[src/rtl/knight_combat_ctrl.sv]
// Knight combat controller: attack windup/active/recover sequencing plus
// round-robin damage arbitration onto the life counter with invulnerability frames.
module knight_combat_ctrl #(
    parameter int unsigned NUM_SRC        = 3,
    parameter int unsigned LIFE_INIT      = 5,
    parameter int unsigned INVULN_FRAMES  = 60,
    parameter int unsigned WINDUP_FRAMES  = 3,
    parameter int unsigned ACTIVE_FRAMES  = 6,
    parameter int unsigned RECOVER_FRAMES = 8,
    parameter logic [7:0]  ATTACK_KEY     = 8'h1B
) (
    input  logic               frame_clk,
    input  logic               Reset,
    input  logic [7:0]         keycode,
    input  logic [NUM_SRC-1:0] hit_req,
    output logic [NUM_SRC-1:0] hit_ack,
    output logic               hurt,
    output logic               invuln,
    output logic [3:0]         life,
    output logic               dead,
    output logic               attack_busy,
    output logic               attack_hitbox
);

    localparam int unsigned PTR_W   = (NUM_SRC > 1) ? $clog2(NUM_SRC) : 1;
    localparam int unsigned LIFE_W  = 4;
    localparam int unsigned INV_W   = 8;
    localparam int unsigned PHASE_W = 8;

    typedef enum logic [1:0] {
        ST_IDLE    = 2'd0,
        ST_WINDUP  = 2'd1,
        ST_ACTIVE  = 2'd2,
        ST_RECOVER = 2'd3
    } atk_state_e;

    atk_state_e          state_q, state_d;
    logic [PHASE_W-1:0]  phase_q, phase_d;
    logic [LIFE_W-1:0]   life_q, life_d;
    logic                dead_q, dead_d;
    logic [INV_W-1:0]    inv_cnt_q, inv_cnt_d;
    logic [PTR_W-1:0]    rr_ptr_q, rr_ptr_d;
    logic                key_prev_q;
    logic [NUM_SRC-1:0]  hit_ack_q;
    logic                hurt_q;
    logic                invuln_q;
    logic                busy_q;
    logic                hitbox_q;

    logic                key_hit;
    logic                press;
    logic                eligible;
    logic                grant;
    logic [PTR_W-1:0]    grant_idx;
    logic [NUM_SRC-1:0]  grant_onehot;
    logic [PTR_W:0]      rr_sum;
    logic [PTR_W-1:0]    rr_idx;
    logic [PTR_W:0]      rr_after;

    assign key_hit = (keycode == ATTACK_KEY);
    assign press   = key_hit && !key_prev_q;

    // Round-robin pick starting at rr_ptr; only one grant while eligible.
    always_comb begin
        eligible     = (inv_cnt_q == '0) && !dead_q && (life_q != '0);
        grant        = 1'b0;
        grant_idx    = '0;
        grant_onehot = '0;
        rr_sum       = '0;
        rr_idx       = '0;
        for (int unsigned i = 0; i < NUM_SRC; i++) begin
            rr_sum = {1'b0, rr_ptr_q} + (PTR_W+1)'(i);
            if (rr_sum >= (PTR_W+1)'(NUM_SRC)) begin
                rr_sum = rr_sum - (PTR_W+1)'(NUM_SRC);
            end
            rr_idx = rr_sum[PTR_W-1:0];
            if (eligible && !grant && hit_req[rr_idx]) begin
                grant     = 1'b1;
                grant_idx = rr_idx;
            end
        end
        if (grant) begin
            grant_onehot[grant_idx] = 1'b1;
        end
    end

    // Life, death, invulnerability and pointer updates.
    always_comb begin
        life_d    = life_q;
        dead_d    = dead_q;
        inv_cnt_d = inv_cnt_q;
        rr_ptr_d  = rr_ptr_q;
        rr_after  = {1'b0, grant_idx} + (PTR_W+1)'(1);
        if (rr_after >= (PTR_W+1)'(NUM_SRC)) begin
            rr_after = '0;
        end
        if (grant) begin
            life_d    = life_q - LIFE_W'(1);
            dead_d    = dead_q || (life_q == LIFE_W'(1));
            inv_cnt_d = INV_W'(INVULN_FRAMES);
            rr_ptr_d  = rr_after[PTR_W-1:0];
        end else if (inv_cnt_q != '0) begin
            inv_cnt_d = inv_cnt_q - INV_W'(1);
        end
    end

    // Attack FSM next state; a grant or death staggers back to IDLE.
    always_comb begin
        state_d = state_q;
        phase_d = phase_q;
        if (dead_q || grant) begin
            state_d = ST_IDLE;
            phase_d = '0;
        end else begin
            case (state_q)
                ST_IDLE: begin
                    if (press) begin
                        state_d = ST_WINDUP;
                        phase_d = PHASE_W'(WINDUP_FRAMES);
                    end
                end
                ST_WINDUP: begin
                    if (phase_q <= PHASE_W'(1)) begin
                        state_d = ST_ACTIVE;
                        phase_d = PHASE_W'(ACTIVE_FRAMES);
                    end else begin
                        phase_d = phase_q - PHASE_W'(1);
                    end
                end
                ST_ACTIVE: begin
                    if (phase_q <= PHASE_W'(1)) begin
                        state_d = ST_RECOVER;
                        phase_d = PHASE_W'(RECOVER_FRAMES);
                    end else begin
                        phase_d = phase_q - PHASE_W'(1);
                    end
                end
                ST_RECOVER: begin
                    if (phase_q <= PHASE_W'(1)) begin
                        state_d = ST_IDLE;
                        phase_d = '0;
                    end else begin
                        phase_d = phase_q - PHASE_W'(1);
                    end
                end
                default: begin
                    state_d = ST_IDLE;
                    phase_d = '0;
                end
            endcase
        end
    end

    always_ff @(posedge frame_clk or posedge Reset) begin
        if (Reset) begin
            state_q    <= ST_IDLE;
            phase_q    <= '0;
            life_q     <= LIFE_W'(LIFE_INIT);
            dead_q     <= 1'b0;
            inv_cnt_q  <= '0;
            rr_ptr_q   <= '0;
            key_prev_q <= 1'b0;
            hit_ack_q  <= '0;
            hurt_q     <= 1'b0;
            invuln_q   <= 1'b0;
            busy_q     <= 1'b0;
            hitbox_q   <= 1'b0;
        end else begin
            state_q    <= state_d;
            phase_q    <= phase_d;
            life_q     <= life_d;
            dead_q     <= dead_d;
            inv_cnt_q  <= inv_cnt_d;
            rr_ptr_q   <= rr_ptr_d;
            key_prev_q <= key_hit;
            hit_ack_q  <= grant_onehot;
            hurt_q     <= grant;
            invuln_q   <= (inv_cnt_d != '0);
            busy_q     <= (state_d != ST_IDLE);
            hitbox_q   <= (state_d == ST_ACTIVE);
        end
    end

    assign hit_ack       = hit_ack_q;
    assign hurt          = hurt_q;
    assign invuln        = invuln_q;
    assign life          = life_q;
    assign dead          = dead_q;
    assign attack_busy   = busy_q;
    assign attack_hitbox = hitbox_q;

endmodule
[config.mk]
export PLATFORM = sky130hd
export DESIGN_NAME = knight_combat_ctrl
export DESIGN_NICKNAME = d
export VERILOG_FILES = /design/src/rtl/knight_combat_ctrl.sv
export SDC_FILE = /design/constraint.sdc
export NUM_CORES = 1
export LEC_CHECK = 0
export ABC_AREA = 1
export BUFFER_PORTS_ARGS = -buffer_cell sky130_fd_sc_hd__buf_4
export CORE_ASPECT_RATIO = 0.8
export CORE_MARGIN = 2
export CORE_UTILIZATION = 30
export DETAILED_ROUTE_END_ITERATION = 7
export GPL_TIMING_DRIVEN = 0
export PLACE_DENSITY_LB_ADDON = 0.12
export SLEW_MARGIN = 20
export SYNTH_ARGS = -nofsm -noshare
export SYNTH_HDL_FRONTEND = slang
export SYNTH_SLANG_ARGS = --single-unit
[constraint.sdc]
create_clock -name frame_clk -period 3.5 [get_ports frame_clk]
set_input_delay 0.175 -clock frame_clk [delete_from_list [all_inputs] [get_ports frame_clk]]
set_output_delay 0.175 -clock frame_clk [all_outputs]
set_load 0.03 [all_outputs]
# Word level (Yosys, flattened, before mapping)
# Index checks and enable logic that the tools add are counted.
[totals]
reg_bits = 33
latchBits = 0
ram_bits = 0
romBits = 0
inputBits = 13
word_cells = 92
memories = 0
[op_classes]
add_sub_neg = 9
multipliers = 0
n_div = 0
order_cmp = 10
n_eq_ne = 7
n_shift = 0
mux = 33
bitwise_logic = 0
n_reduce_logical = 21
[ops]
columns = ["cell", "count"]
rows = [
  ["2-to-1 mux 8 bit", 7],
  ["case mux 8 bit (4 select lines)", 1],
  ["2-to-1 mux 2 bit", 12],
  ["nonzero test 8 bit", 2],
  ["subtractor 8 x 1 -> 8 bit (second input constant)", 2],
  ["less-than comparator 2 x 3 -> 1 bit (second input constant)", 4],
  [">= comparator 3 x 2 -> 1 bit (second input constant)", 3],
  ["logical AND 1 bit", 9],
  ["== test 8 x 5 -> 1 bit (second input constant)", 1],
  ["less-or-equal comparator 8 x 1 -> 1 bit (second input constant)", 1],
  ["logical NOT 8 bit", 1],
  ["case mux 2 bit (4 select lines)", 1],
  ["2-to-1 mux 1 bit", 7],
  ["adder 2 x 1 -> 3 bit (second input constant)", 2],
  ["binary-select mux 1 bit (select 2 bit)", 3],
  ["== test 2 bit (second input constant)", 3],
  ["subtractor 2 bit (second input constant)", 3],
  ["== test 4 x 1 -> 1 bit (second input constant)", 1],
  ["logical NOT 1 bit", 4],
  ["nonzero test 4 bit", 1],
  ["subtractor 4 x 1 -> 4 bit (second input constant)", 1],
  ["adder 2 x 2 -> 3 bit (second input constant)", 1],
  ["2-to-1 mux 3 bit", 1],
  ["!= test 3 bit (second input constant)", 1],
  ["other kinds (7)", 8],
]

# Logic depth before layout (Yosys ltp)
[logic_depth]
depth_word = 19
mapped_depth = 13

# Least setup slack after synthesis
# Ideal clock, no wire load.
[synth_timing]
path_type = "flip-flop to flip-flop"
start = "register life_q[0], in the netlist life[0]"
end = "register busy_q, in the netlist attack_busy"
setup_ns = 0.131
arrival_ns = 1.813
required_ns = 3.369
setup_slack_ns = 1.555
path_stages_with_launch = 12
n_path_buf = 1
cell_sequence = "dfstp_2 inv_1 ha_1 a21oi_1 nand2_4 nor2_8 nand2_4 nand2_8 inv_6 nand2_4 buf_12 a21oi_2"
[synth_via]
elab_chain_len = 15
[synth_rtl]
columns = ["item", "line_no", "source"]
rows = [
  ["from (decl)", "39", "logic [LIFE_W-1:0] life_q, life_d;"],
  ["from (signal assigned)", "158", "life_q <= LIFE_W'(LIFE_INIT);"],
  ["from (signal assigned)", "171", "life_q <= life_d;"],
  ["nonzero test 4 bit (*)", "65", "eligible = (inv_cnt_q == '0) && !dead_q && (life_q != '0);"],
  ["logical AND 1 bit (*)", "65", ""],
  ["logical AND 1 bit", "77", "if (eligible && !grant && hit_req[rr_idx]) begin"],
  ["2-to-1 mux 1 bit", "77", ""],
  ["logical NOT 1 bit", "77", ""],
  ["logical AND 1 bit (2 in a row)", "77", ""],
  ["2-to-1 mux 1 bit", "77", ""],
  ["logical NOT 1 bit", "77", ""],
  ["logical AND 1 bit (2 in a row)", "77", ""],
  ["2-to-1 mux 1 bit (*)", "77", ""],
  ["net grant", "53", "logic grant;"],
  ["logical OR 1 bit (*)", "111", "if (dead_q || grant) begin"],
  ["2-to-1 mux 2 bit (*)", "111", ""],
  ["nonzero test 2 bit (*)", "179", "busy_q <= (state_d != ST_IDLE);"],
  ["to (signal assigned)", "179", ""],
  ["to (decl)", "47", "logic busy_q;"],
]
# Mark *: on every way through the listed nets, which the timed path passes. The rest lies on a longest branch.
# A chain may end at the register's enable or synchronous reset.

# Worst setup path after layout
[layout_timing]
start = "register rr_ptr_q[0]"
end = "register phase_q[7]"
[layout_via]
elab_chain_len = 16
word_cells_on_any_way = 30
cone_classes = "5 x add/sub; 3 x order compare; 1 x eq/ne; 13 x mux; 8 x reduce/logical"
[layout_rtl]
columns = ["item", "line_no", "source"]
rows = [
  ["from (decl)", "42", "logic [PTR_W-1:0] rr_ptr_q, rr_ptr_d;"],
  ["from (signal assigned)", "174", "rr_ptr_q <= rr_ptr_d;"],
  ["branches (longest 13 deep; another with adder 2 x 1 -> 3 bit)", "n/a", ""],
  ["2-to-1 mux 1 bit (*)", "77", ""],
  ["net grant", "53", ""],
  ["logical OR 1 bit (*)", "111", ""],
  ["!= test 3 bit (no source line) / 2-to-1 mux 8 bit (equally long branches)", "n/a", ""],
  ["to (signal assigned)", "170", "phase_q <= phase_d;"],
  ["to (decl)", "38", "logic [PHASE_W-1:0] phase_q, phase_d;"],
]
# Mark *: on every way through the listed nets, which the timed path passes. The select of a mux whose other input is x is not followed.

==> results.sh <==
export IMPL_postSynthCellCount=263
export IMPL_initial_core_util=0.306
export IMPL_clk_latency_ns=0.29
export IMPL_p_leak_nw=1.23
export IMPL_r2r_start="rr_ptr_q[0]"
export IMPL_relSlewSlack=0.524
export IMPL_synth_top_family_by_area="simple AND/OR/NAND/NOR gates"
export IMPL_drt_pass1_iter_count=4
export IMPL_synth_fa_ha_area_frac=0.0542
export IMPL_instances_no_fill=382
export IMPL_antenna_found_initial=0
export IMPL_cts_resized=0
export IMPL_r2r_end="phase_q[7]"
export IMPL_clockRootBuffer="clkbuf_8"
export IMPL_critPathRequiredTime_ns=3.71
export IMPL_power_density_nw_per_um2=420
export IMPL_ios=25
export IMPL_syn_area_per_cell_um2=7.90
export IMPL_port_buffers=24
export IMPL_fin_nets=316
export IMPL_area_growth_pct=17.9
export IMPL_die_y_um=78.4
export IMPL_drt_iter0_drc=49
export IMPL_critical_path_arrival_ns=2.25
export IMPL_ys_ff_latch=33
export IMPL_synth_compound_area_frac=0.0927
export IMPL_grt_pass1_vias=1695
export IMPL_yosysSeqAreaShare=0.399
export IMPL_grt_overflow=0
export IMPL_rr_worst_depth=12
export IMPL_max_freq_mhz=491
export IMPL_gp_congestion=0.801
export IMPL_cts_made_buffers=5
export IMPL_htree_levels=2
export IMPL_rows=27
export IMPL_setup_viol_count_final=0
export IMPL_dp_cells=374
export IMPL_drv_cap=0
export IMPL_synth_distinct_cells=32
export IMPL_syn_num_nets=285
export IMPL_grt_total_usage=0.127
export IMPL_ant_nets=0
export IMPL_skew_ns=0.00937
export IMPL_setup_total_negative_slack_ns=0
export IMPL_clkTransAtPathRegs_ns=0.07
export IMPL_post_cts_setup_buffer_count=0
export IMPL_peakVddDrop_v=0.000134
export IMPL_die_w_um=97.1
export IMPL_dp_hpwl_mm=3.30
export IMPL_ys_warn_count=0
export IMPL_grt_pass1_wl_mm=7.87
export IMPL_min_period_ns=2.04
export IMPL_status="complete, no violations"
export IMPL_ff2ff_setup_slack_ns=1.46
export IMPL_hold_class="input pin to async pin"
export IMPL_core_um2=6790
export IMPL_drive_above_1_share=0.227
export IMPL_cts_tree="done"
export IMPL_endpoint_kind="flop"
export IMPL_rsz0062_at_grt="no"
export IMPL_hold_buffers=0
export IMPL_start_kind="flop"
export IMPL_hold_viol_final=0
export IMPL_netlist_area_um2=2080
export IMPL_grt_max_degree=34
export IMPL_clk_path_buf_depth=2
export IMPL_viasPerCell=4.37
export IMPL_worst_slew_pin_slew_ns=0.712
export IMPL_yosys_area_share_simple=0.317
export IMPL_route_detailed_drc=0
export IMPL_finalWirelength_mm=4.37
export IMPL_clock_sinks=33
export IMPL_synth_xor_area_frac=0.0421
export IMPL_fin_crit_sh=0.582
export IMPL_dieArea_um2=7610
export IMPL_path_class="flop to flop"
export IMPL_slew_violations=0
export IMPL_dr_total_vias=1668
export IMPL_crit_fanout=10
export IMPL_insertedDiodeCount=0
export IMPL_wl_per_cell_um=11.4
export IMPL_synthMuxAreaShare=0
final cells by class:
| type | instances | area (um2) |
|---|---|---|
| fill | 721 | 4340 |
| multi-input combinational | 183 | 1050 |
| sequential | 33 | 828 |
| timing repair buffer | 24 | 180 |
| inverter | 46 | 178 |
| tap | 87 | 109 |
| clock buffer | 6 | 72.6 |
| buffer | 1 | 20.0 |
| clock inverter | 2 | 10.0 |
cell families after synthesis:
| group | after synthesis |
|---|---|
| flops | 33 |
| buf+inv | 47 |
| compound gates | 29 |
| simple gates | 135 |
| xor+xnor | 10 |
| fa+ha+maj | 9 |
through the flow:
step / worst slack [ns] / hold slack, ns / total power [mW] / area, um2 / utilization
floorplan: 1.56 / 0.302 / 0.694 / 2080 / -
global placement: 1.46 / 0.438 / 0.762 / 2370 / 0.349
detailed placement: 1.46 / 0.357 / 0.760 / 2370 / 0.349
CTS: 1.43 / 0.0376 / 1.05 / 2450 / 0.361
global route: 1.27 / 0.0885 / 1.11 / 2450 / 0.361
finish: 1.46 / 0.00762 / 1.03 / 2450 / 0.361
flip-flops by register name, indices dropped and copies added, names as in the netlist:
signal	cells
inv_cnt_q	8
phase_q	8
life	4
hit_ack	3
rr_ptr_q	2
state_q	2
attack_busy	1
attack_hitbox	1
dead	1
hurt	1
invuln	1
key_prev_q	1
worst max path at each step:
stage / startpoint / endpoint / slack (ns) / depth (start not counted)
2_1_floorplan: life[0] / attack_busy / 1.56 / 11
3_3_place_gp: rr_ptr_q[0] / phase_q[7] / 1.46 / 12
3_5_place_dp: rr_ptr_q[0] / phase_q[7] / 1.46 / 12
4_1_cts: rr_ptr_q[0] / phase_q[7] / 1.43 / 12
5_1_grt: rr_ptr_q[0] / attack_hitbox / 1.27 / 11
6_report: rr_ptr_q[0] / phase_q[7] / 1.46 / 12
synthesized netlist by cell type:
| library cell | instances | area share |
|---|---|---|
| nor2_2 | 6 | 0.018 |
| nor3_1 | 1 | 0.0024 |
| ha_1 | 9 | 0.054 |
| o21ai_0 | 10 | 0.024 |
| o211ai_1 | 2 | 0.0072 |
| buf_12 | 1 | 0.0096 |
| nand2_1 | 62 | 0.11 |
| clkinv_1 | 1 | 0.0018 |
| nand2_4 | 4 | 0.022 |
| a31oi_1 | 1 | 0.0030 |
| inv_1 | 37 | 0.067 |
| o21ai_1 | 1 | 0.0024 |
| nand3b_1 | 3 | 0.011 |
| nand3_1 | 24 | 0.058 |
| nand2_2 | 1 | 0.0030 |
| nor2_1 | 24 | 0.043 |
| inv_2 | 7 | 0.013 |
| dfstp_2 | 2 | 0.025 |
| xor2_1 | 7 | 0.030 |
| a21oi_1 | 6 | 0.014 |
| inv_6 | 1 | 0.0042 |
| a21oi_2 | 7 | 0.030 |
| nor2_8 | 1 | 0.0096 |
| nor3b_1 | 1 | 0.0036 |
| o21ai_4 | 1 | 0.0078 |
| nand3_2 | 1 | 0.0048 |
| nand2_8 | 1 | 0.0096 |
| o21ai_2 | 1 | 0.0042 |
| nor2_4 | 1 | 0.0054 |
| xnor2_1 | 3 | 0.013 |
| nand4_1 | 5 | 0.015 |
| dfrtp_1 | 31 | 0.37 |
power by group:
| group | total [mW] | switching [mW] | internal (mW) | leakage [nW] |
|---|---|---|---|---|
| Sequential | 0.476 | 0.0425 | 0.433 | 0.420 |
| Clock | 0.279 | 0.141 | 0.138 | 0.0450 |
| Combinational | 0.275 | 0.172 | 0.104 | 0.763 |
routing by layer:
metal,vias up,GRT usage,part of all wire
met5,-,0,0
met4,0,0.0394,0.0082
met3,4,0.0365,0.048
met2,28,0.188,0.40
met1,746,0.179,0.54
li1,890,-,-
cells in the final DEF (no fill, tap or decap), drive strengths merged:
master	instances
nand2	68
inv	45
nor2	32
dfrtp	31
nand3	25
buf	25
o21ai	13
a21oi	13
ha	9
xor2	7
clkbuf	6
nand4	5
nand3b	3
xnor2	3
clkinv	3
o211ai	2
dfstp	2
nor3	1
nor3b	1
a31oi	1
critical path, stage by stage (launching register included):
cell	delay [ns]
dfrtp_1	0.39
inv_1	0.06
ha_1	0.36
inv_2	0.13
nand2_1	0.06
nand3b_1	0.07
nand2_1	0.13
o21ai_4	0.22
nand2_8	0.11
inv_6	0.10
nand2_4	0.07
buf_12	0.15
a21oi_2	0.10
(Power assumes the default switching activity.)
